===== src/rtl/mem_loader_pkg.sv =====
// Shared types and sizes for the program loader of the multicycle RISC.
// State set grows CHECK/ERROR when MEM_LOADER_CHECKSUM_EN is defined.
package mem_loader_pkg;
  localparam int MEM_ADDR_W = 5;
  localparam int MEM_DATA_W = 16;
  localparam int LOAD_DEPTH = 32;

`ifdef MEM_LOADER_CHECKSUM_EN
  typedef enum logic [2:0] {
    IDLE, WAIT_HI, WAIT_LO, WRITE, DONE, CHECK, ERROR
  } loader_state_e;
`else
  typedef enum logic [2:0] {
    IDLE, WAIT_HI, WAIT_LO, WRITE, DONE
  } loader_state_e;
`endif
endpackage


===== src/rtl/mem_loader_if.sv =====
// Host byte link plus memory write port of the loader.
interface mem_loader_if import mem_loader_pkg::*; #(
  parameter int ADDR_W = MEM_ADDR_W,
  parameter int DATA_W = MEM_DATA_W
) ();
  logic [7:0]        rx_data;
  logic              rx_valid;
  logic              rx_ready;
  logic [ADDR_W-1:0] mem_addr;
  logic [DATA_W-1:0] mem_data;
  logic              mem_write;

  modport master (input rx_data, rx_valid,
                  output rx_ready, mem_addr, mem_data, mem_write);
  modport slave  (output rx_data, rx_valid,
                  input rx_ready, mem_addr, mem_data, mem_write);
endinterface


===== src/rtl/byte_to_word_packer.sv =====
// Byte handshake and high-byte-first word assembly; word_vld flags the low-byte handshake.
module byte_to_word_packer #(
  parameter int DATA_W = 16
) (
  input  logic              clk,
  input  logic              rst_n,
  input  logic              en,
  input  logic              clr,
  input  logic [7:0]        rx_data,
  input  logic              rx_valid,
  output logic              rx_ready,
  output logic              byte_fire,
  output logic              word_vld,
  output logic [DATA_W-1:0] word
);
  logic lo_phase;

  assign rx_ready  = en;
  assign byte_fire = en && rx_valid;
  assign word_vld  = byte_fire && lo_phase;

  always_ff @(posedge clk or negedge rst_n) begin
    if (!rst_n) begin
      lo_phase <= 1'b0;
      word     <= '0;
    end else if (clr) begin
      lo_phase <= 1'b0;
    end else if (byte_fire) begin
      lo_phase <= !lo_phase;
      if (lo_phase) word[7:0]          <= rx_data;
      else          word[DATA_W-1 -: 8] <= rx_data;
    end
  end
endmodule


===== src/rtl/mem_loader.sv =====
// Loads DEPTH words from a byte stream into memory addresses 0..DEPTH-1, holding the core meanwhile.
// Optional trailer checksum: define MEM_LOADER_CHECKSUM_EN.
module mem_loader import mem_loader_pkg::*; #(
  parameter int DEPTH  = LOAD_DEPTH,
  parameter int ADDR_W = MEM_ADDR_W,
  parameter int DATA_W = MEM_DATA_W
) (
  input  logic         clk,
  input  logic         proc_rst_n,
  input  logic         start,
  mem_loader_if.master bus,
  output logic         hold_proc,
  output logic         busy,
  output logic         done,
  output logic         error
);
  localparam logic [ADDR_W-1:0] LAST = ADDR_W'(DEPTH - 1);

  loader_state_e state;
  logic rx_en, byte_fire, word_vld, start_ok;

  byte_to_word_packer #(.DATA_W(DATA_W)) u_packer (
    .clk       (clk),
    .rst_n     (proc_rst_n),
    .en        (rx_en),
    .clr       (start_ok),
    .rx_data   (bus.rx_data),
    .rx_valid  (bus.rx_valid),
    .rx_ready  (bus.rx_ready),
    .byte_fire (byte_fire),
    .word_vld  (word_vld),
    .word      (bus.mem_data)
  );

`ifdef MEM_LOADER_CHECKSUM_EN
  logic [7:0] sum;
  logic [7:0] sum_next;
  logic       err_q;
  assign sum_next = sum + bus.rx_data;
  assign error    = err_q;
  assign start_ok = start && (state == IDLE || state == DONE || state == ERROR);
`else
  assign error    = 1'b0;
  assign start_ok = start && (state == IDLE || state == DONE);
`endif

  always_ff @(posedge clk or negedge proc_rst_n) begin
    if (!proc_rst_n) begin
      state         <= IDLE;
      bus.mem_addr  <= '0;
      bus.mem_write <= 1'b0;
      rx_en         <= 1'b0;
      busy          <= 1'b0;
      done          <= 1'b0;
      hold_proc     <= 1'b1;
`ifdef MEM_LOADER_CHECKSUM_EN
      sum           <= '0;
      err_q         <= 1'b0;
`endif
    end else begin
      bus.mem_write <= 1'b0;
`ifdef MEM_LOADER_CHECKSUM_EN
      if (byte_fire && state != CHECK) sum <= sum_next;
`endif
      if (start_ok) begin
        state        <= WAIT_HI;
        bus.mem_addr <= '0;
        rx_en        <= 1'b1;
        busy         <= 1'b1;
        done         <= 1'b0;
        hold_proc    <= 1'b1;
`ifdef MEM_LOADER_CHECKSUM_EN
        sum          <= '0;
        err_q        <= 1'b0;
`endif
      end else begin
        case (state)
          WAIT_HI: if (byte_fire) state <= WAIT_LO;
          WAIT_LO: if (word_vld) begin
            state         <= WRITE;
            bus.mem_write <= 1'b1;
            rx_en         <= 1'b0;
          end
          WRITE: begin
            if (bus.mem_addr == LAST) begin
`ifdef MEM_LOADER_CHECKSUM_EN
              state     <= CHECK;
              rx_en     <= 1'b1;
`else
              state     <= DONE;
              busy      <= 1'b0;
              done      <= 1'b1;
              hold_proc <= 1'b0;
`endif
            end else begin
              bus.mem_addr <= bus.mem_addr + ADDR_W'(1);
              state        <= WAIT_HI;
              rx_en        <= 1'b1;
            end
          end
`ifdef MEM_LOADER_CHECKSUM_EN
          // Trailer byte makes the whole image sum to zero mod 256.
          CHECK: if (byte_fire) begin
            rx_en <= 1'b0;
            busy  <= 1'b0;
            if (sum_next == 8'd0) begin
              state     <= DONE;
              done      <= 1'b1;
              hold_proc <= 1'b0;
            end else begin
              state <= ERROR;
              err_q <= 1'b1;
            end
          end
          ERROR: ;
`endif
          IDLE, DONE: ;
          default: state <= IDLE;
        endcase
      end
    end
  end
endmodule


===== src/flat_wrapper.sv =====
// flat-port wrapper written by rule: the top's interface ports become plain ports
module mem_loader_flat import mem_loader_pkg::*;
#(
  parameter int DEPTH  = LOAD_DEPTH,
  parameter int ADDR_W = MEM_ADDR_W,
  parameter int DATA_W = MEM_DATA_W
)
  (clk, proc_rst_n, start, hold_proc, busy, done, error, bus_rx_data, bus_rx_valid, bus_rx_ready, bus_mem_addr, bus_mem_data, bus_mem_write);
  mem_loader_if #(.ADDR_W(ADDR_W), .DATA_W(DATA_W)) bus_i ();
  input  logic clk;
  input  logic proc_rst_n;
  input  logic start;
  output logic hold_proc;
  output logic busy;
  output logic done;
  output logic error;
  input wire logic [$bits(bus_i.rx_data)-1:0] bus_rx_data;
  input wire logic [$bits(bus_i.rx_valid)-1:0] bus_rx_valid;
  output wire logic [$bits(bus_i.rx_ready)-1:0] bus_rx_ready;
  output wire logic [$bits(bus_i.mem_addr)-1:0] bus_mem_addr;
  output wire logic [$bits(bus_i.mem_data)-1:0] bus_mem_data;
  output wire logic [$bits(bus_i.mem_write)-1:0] bus_mem_write;
  assign bus_i.rx_data = bus_rx_data;
  assign bus_i.rx_valid = bus_rx_valid;
  assign bus_rx_ready = bus_i.rx_ready;
  assign bus_mem_addr = bus_i.mem_addr;
  assign bus_mem_data = bus_i.mem_data;
  assign bus_mem_write = bus_i.mem_write;
  mem_loader #(.DEPTH(DEPTH), .ADDR_W(ADDR_W), .DATA_W(DATA_W)) u_core (.clk(clk), .proc_rst_n(proc_rst_n), .start(start), .bus(bus_i), .hold_proc(hold_proc), .busy(busy), .done(done), .error(error));
endmodule

===== config.mk =====
export PLATFORM = sky130hd
export DESIGN_NAME = mem_loader_flat
export DESIGN_NICKNAME = d
export VERILOG_FILES = /design/src/rtl/mem_loader_pkg.sv /design/src/rtl/mem_loader_if.sv /design/src/rtl/byte_to_word_packer.sv /design/src/rtl/mem_loader.sv /design/src/flat_wrapper.sv
export SDC_FILE = /design/constraint.sdc
export NUM_CORES = 1
export LEC_CHECK = 0
export CAP_MARGIN = 20
export CORE_MARGIN = 4
export CORE_UTILIZATION = 43
export DETAILED_ROUTE_END_ITERATION = 10
export PLACE_DENSITY = 0.85
export REMOVE_ABC_BUFFERS = 1
export SYNTH_ARGS = -nofsm -noshare
export SYNTH_HDL_FRONTEND = slang
export SYNTH_SLANG_ARGS = --single-unit

===== constraint.sdc =====
create_clock -name clk -period 5.78 [get_ports clk]
set_clock_uncertainty 0.2 [all_clocks]
set_input_delay 1.156 -clock clk [delete_from_list [all_inputs] [get_ports clk]]
set_output_delay 1.156 -clock clk [all_outputs]
set_load 0.02 [all_outputs]

==> qor.csv <==
stage,metric,value,unit
run_status,outcome,completed,
clocking,cts_root_buffer,clkbuf_4,
yosys,synth-edff-count,0,
yosys,yosys-top-cells-area,"dfrtp_1 (55%), mux2_2 (14%), nand2_1 (2.8%)",
global_route,grt_pass1_wl,4926,um
clocking,cts_tree,done,
global_route,grt_max_degree,31,
floorplan,die_y,63.41,um
power,p_sw_share,35.26,%
clocking,hold_buffers,0,
yosys,synth_cells,104,
routing,drc,0,
clocking,cts_resized,0,
routing,antenna_left,0,
global_route,antenna_found_initial,0,
power,p_int,0.6837,mW
setup_path,crit_family,buffers and inverters,
min_path,holdPathStages,2,
yosys,netlist_area,0.001320,sq mm
setup_path,critPathCaptureType,output port,
clocking,cts.sinks,30,
sta,finalSetupViolCount,0,
setup_path,crit_slowest_cell,clkdlybuf4s50_1,
setup_path,crit_arrival,1.48,ns
placement,post_dp_cell_area,0.001720,sq mm
setup_path,r2r_slack,3.73,ns
min_path,hold_end,u_core.hold_proc,
clocking,htreeDepth,2,
power,clkPwrFrac,21.0,%
cells_and_area,drive_gt1_share,20.41,%
setup_path,worst-setup-path-type,flip-flop to output port,
sta,min_period_over_period,49.08,%
routing,vias,964,
placement,port_buffers,37,
cells_and_area,insertedDiodeCount,0,
setup_path,worst-path-max-fanout,3,
sta,final-hold-violation-count,0,
cells_and_area,fin_area,0.001832,sq mm
cells_and_area,fillers,228,
power,power_frac_seq,36.4,%
setup_path,r2r-start,u_core.bus.mem_addr[0],
routing,wirelength,2903,um
clocking,cts.path.max_buffers,2,
sta,slew_violations,0,
sta,fmax,0.3525,GHz
placement,dp_hpwl,2108,um
global_route,grt_pass1_vias,1046,
floorplan,io_pins,39,
yosys,synth_most_common_cell,dfrtp_1,
placement,globalplace.congestion,0.7701,
setup_path,required,4.42,ns
min_path,hold_path.class,flip-flop to flip-flop,
yosys,ys.flop_type,dfrtp_1,
sta,fin_crit,2.837,ns
routing,viasPerCell,5.416,
yosys,yosysTopAreaCell,dfrtp_1,
setup_path,timing.rr.end,u_core.bus.mem_addr[1],
yosys,synth_seq_cells,30,
setup_path,path_cells,clkdlybuf4s50_1,
yosys,synth-async-reset-ratio,100.0,%
setup_path,worst-path-buf-inv,1,
yosys,avgSynthCellArea,12.69,sq um
power,p_switching,0.3723,mW
global_route,grt-ovfl-total,0,
routing,routedWlPerCell,16.31,um
setup_path,crit_path_start_kind,flip-flop,
yosys,synth-seq-area-share,56.97,%
setup_path,rr_worst_depth,6,
cells_and_area,multi_input_area,548.0,sq um
power,ir_drop,347.2,uV
cells_and_area,seq_area,752.0,sq um
sta,rsz0062_at_grt,no,
power,comb_power_share,42.6,%
floorplan,die_w,63.41,um
yosys,synth_top_area_share,54.98,%
power,leakagePower,0.7932,nW
global_route,grt_usage,15.81,%
sta,tns,0,ns
power,power_density,576.5,mW/mm^2
cells_and_area,fin_nets,160,
cells_and_area,syn2layout_area_growth,38.77,%
routing,first_pass_iters,4,
clocking,clock_latency,0.33,ns
floorplan,floorplan.initialDensity,46.27,%
yosys,synthTopCellsByCount,"dfrtp_1 (29), mux2_2 (16), nand2_1 (10)",
floorplan,core-area,0.002853,sq mm
clocking,clk_pin_slew,0.10,ns
run,maxCapViolations,0,
setup_path,max_stage_delay,0.60,ns
clocking,postCtsSetupBuffers,0,
floorplan,die-area,0.004020,sq mm
clocking,numCtsBuffers,5,
yosys,ys_types,35,
yosys,yosysWarningCount,0,
routing,detail_route.iter0.violations,50,
min_path,min_from,u_core.hold_proc,
floorplan,rows,19,
placed cells by master (no fill, tap or decap), drive strengths merged, types with 2 or more instances in the layout:
cell and n:
a21oi 4, a22o 2, bufinv 2, clkbuf 6, clkdlybuf4s50 37, dfrtp 29, ha 2, mux2 16
mux2i 2, nand2 10, nand2b 4, nand4 2, nor2 7, nor2b 2, nor3 2, o21ai 2
layout make-up:
type / instances / area share, %
clock inverters: 2 / 3.279
clock buffers: 6 / 2.801
multi-input cells: 70 / 29.92
flip-flops and latches: 30 / 41.05
inverters: 1 / 0.2049
well taps: 31 / 2.117
repair buffers: 38 / 20.63
worst register-to-register path: cells and delay by family, from the launching register on:
kind	cells	cell delay, ns
AOI/OAI and AO/OA	1	0.20
adders and majority gates	2	0.46
DFF	1	0.44
and+or+nand+nor	3	0.65
cells by family (layout without fill, tap and decap cells):
family	count (synthesis)	after routing	share of synthesized area, %
simple gates	35	35	16.49
mux	18	18	15.17
compound gates	12	12	6.351
xor+xnor	2	2	1.327
fa+ha+maj	2	2	1.895
other cells	1	1	0.2841
flops	30	30	56.97
buf+inv	4	47	1.516
flip-flops by register name, indices dropped and copies added, names as in the netlist:
register,cells
u_core.bus.mem_addr,5
u_core.bus.mem_write,1
u_core.busy,1
u_core.done,1
u_core.hold_proc,1
u_core.rx_en,1
u_core.state,3
u_core.u_packer.lo_phase,1
u_core.u_packer.word,16
worst max path at each step:
| stage | from | to | slack [ns] | depth (start not counted) |
|---|---|---|---|---|
| detailed placement | bus_rx_valid | u_core.u_packer.word[13] | 2.79 | 4 |
| floorplan | start | u_core.u_packer.word[10] | 3.49 | 3 |
| global route | u_core.hold_proc | hold_proc | 2.89 | 1 |
| global placement | bus_rx_valid | u_core.u_packer.word[12] | 2.88 | 4 |
| CTS | u_core.hold_proc | hold_proc | 2.93 | 1 |
| finish | u_core.hold_proc | hold_proc | 2.94 | 1 |
through the flow:
stage	utilization (%)	hold WS (ns)	setup slack, ns	total power, mW	cells
floorplan	-	0.2692	3.495	0.6214	101
global placement	60.31	0.2637	2.885	0.8187	170
detailed placement	60.31	0.2779	2.792	0.8418	170
CTS	64.21	0.2927	2.926	1.068	178
global route	64.21	0.3221	2.887	1.118	178
finish	64.21	0.2884	2.943	1.056	178
power groups by stage:
stage / clock network, mW / logic [mW] / registers, mW
CTS: 0.226 / 0.457 / 0.385
detailed placement: 0 / 0.455 / 0.387
floorplan: 0 / 0.153 / 0.468
finish: 0.222 / 0.449 / 0.385
global placement: 0 / 0.439 / 0.379
global route: 0.239 / 0.479 / 0.400
routing by layer:
layer,track usage (%),wire [um],vias to the layer above,share of wire (%)
li1,-,-,453,-
met1,18.24,1161,459,40
met2,26.08,1462,45,50
met3,7.282,234,7,8.1
met4,4.852,46,0,1.6
met5,0,0,-,0
No activity file was read; power rests on OpenSTA's default activity.
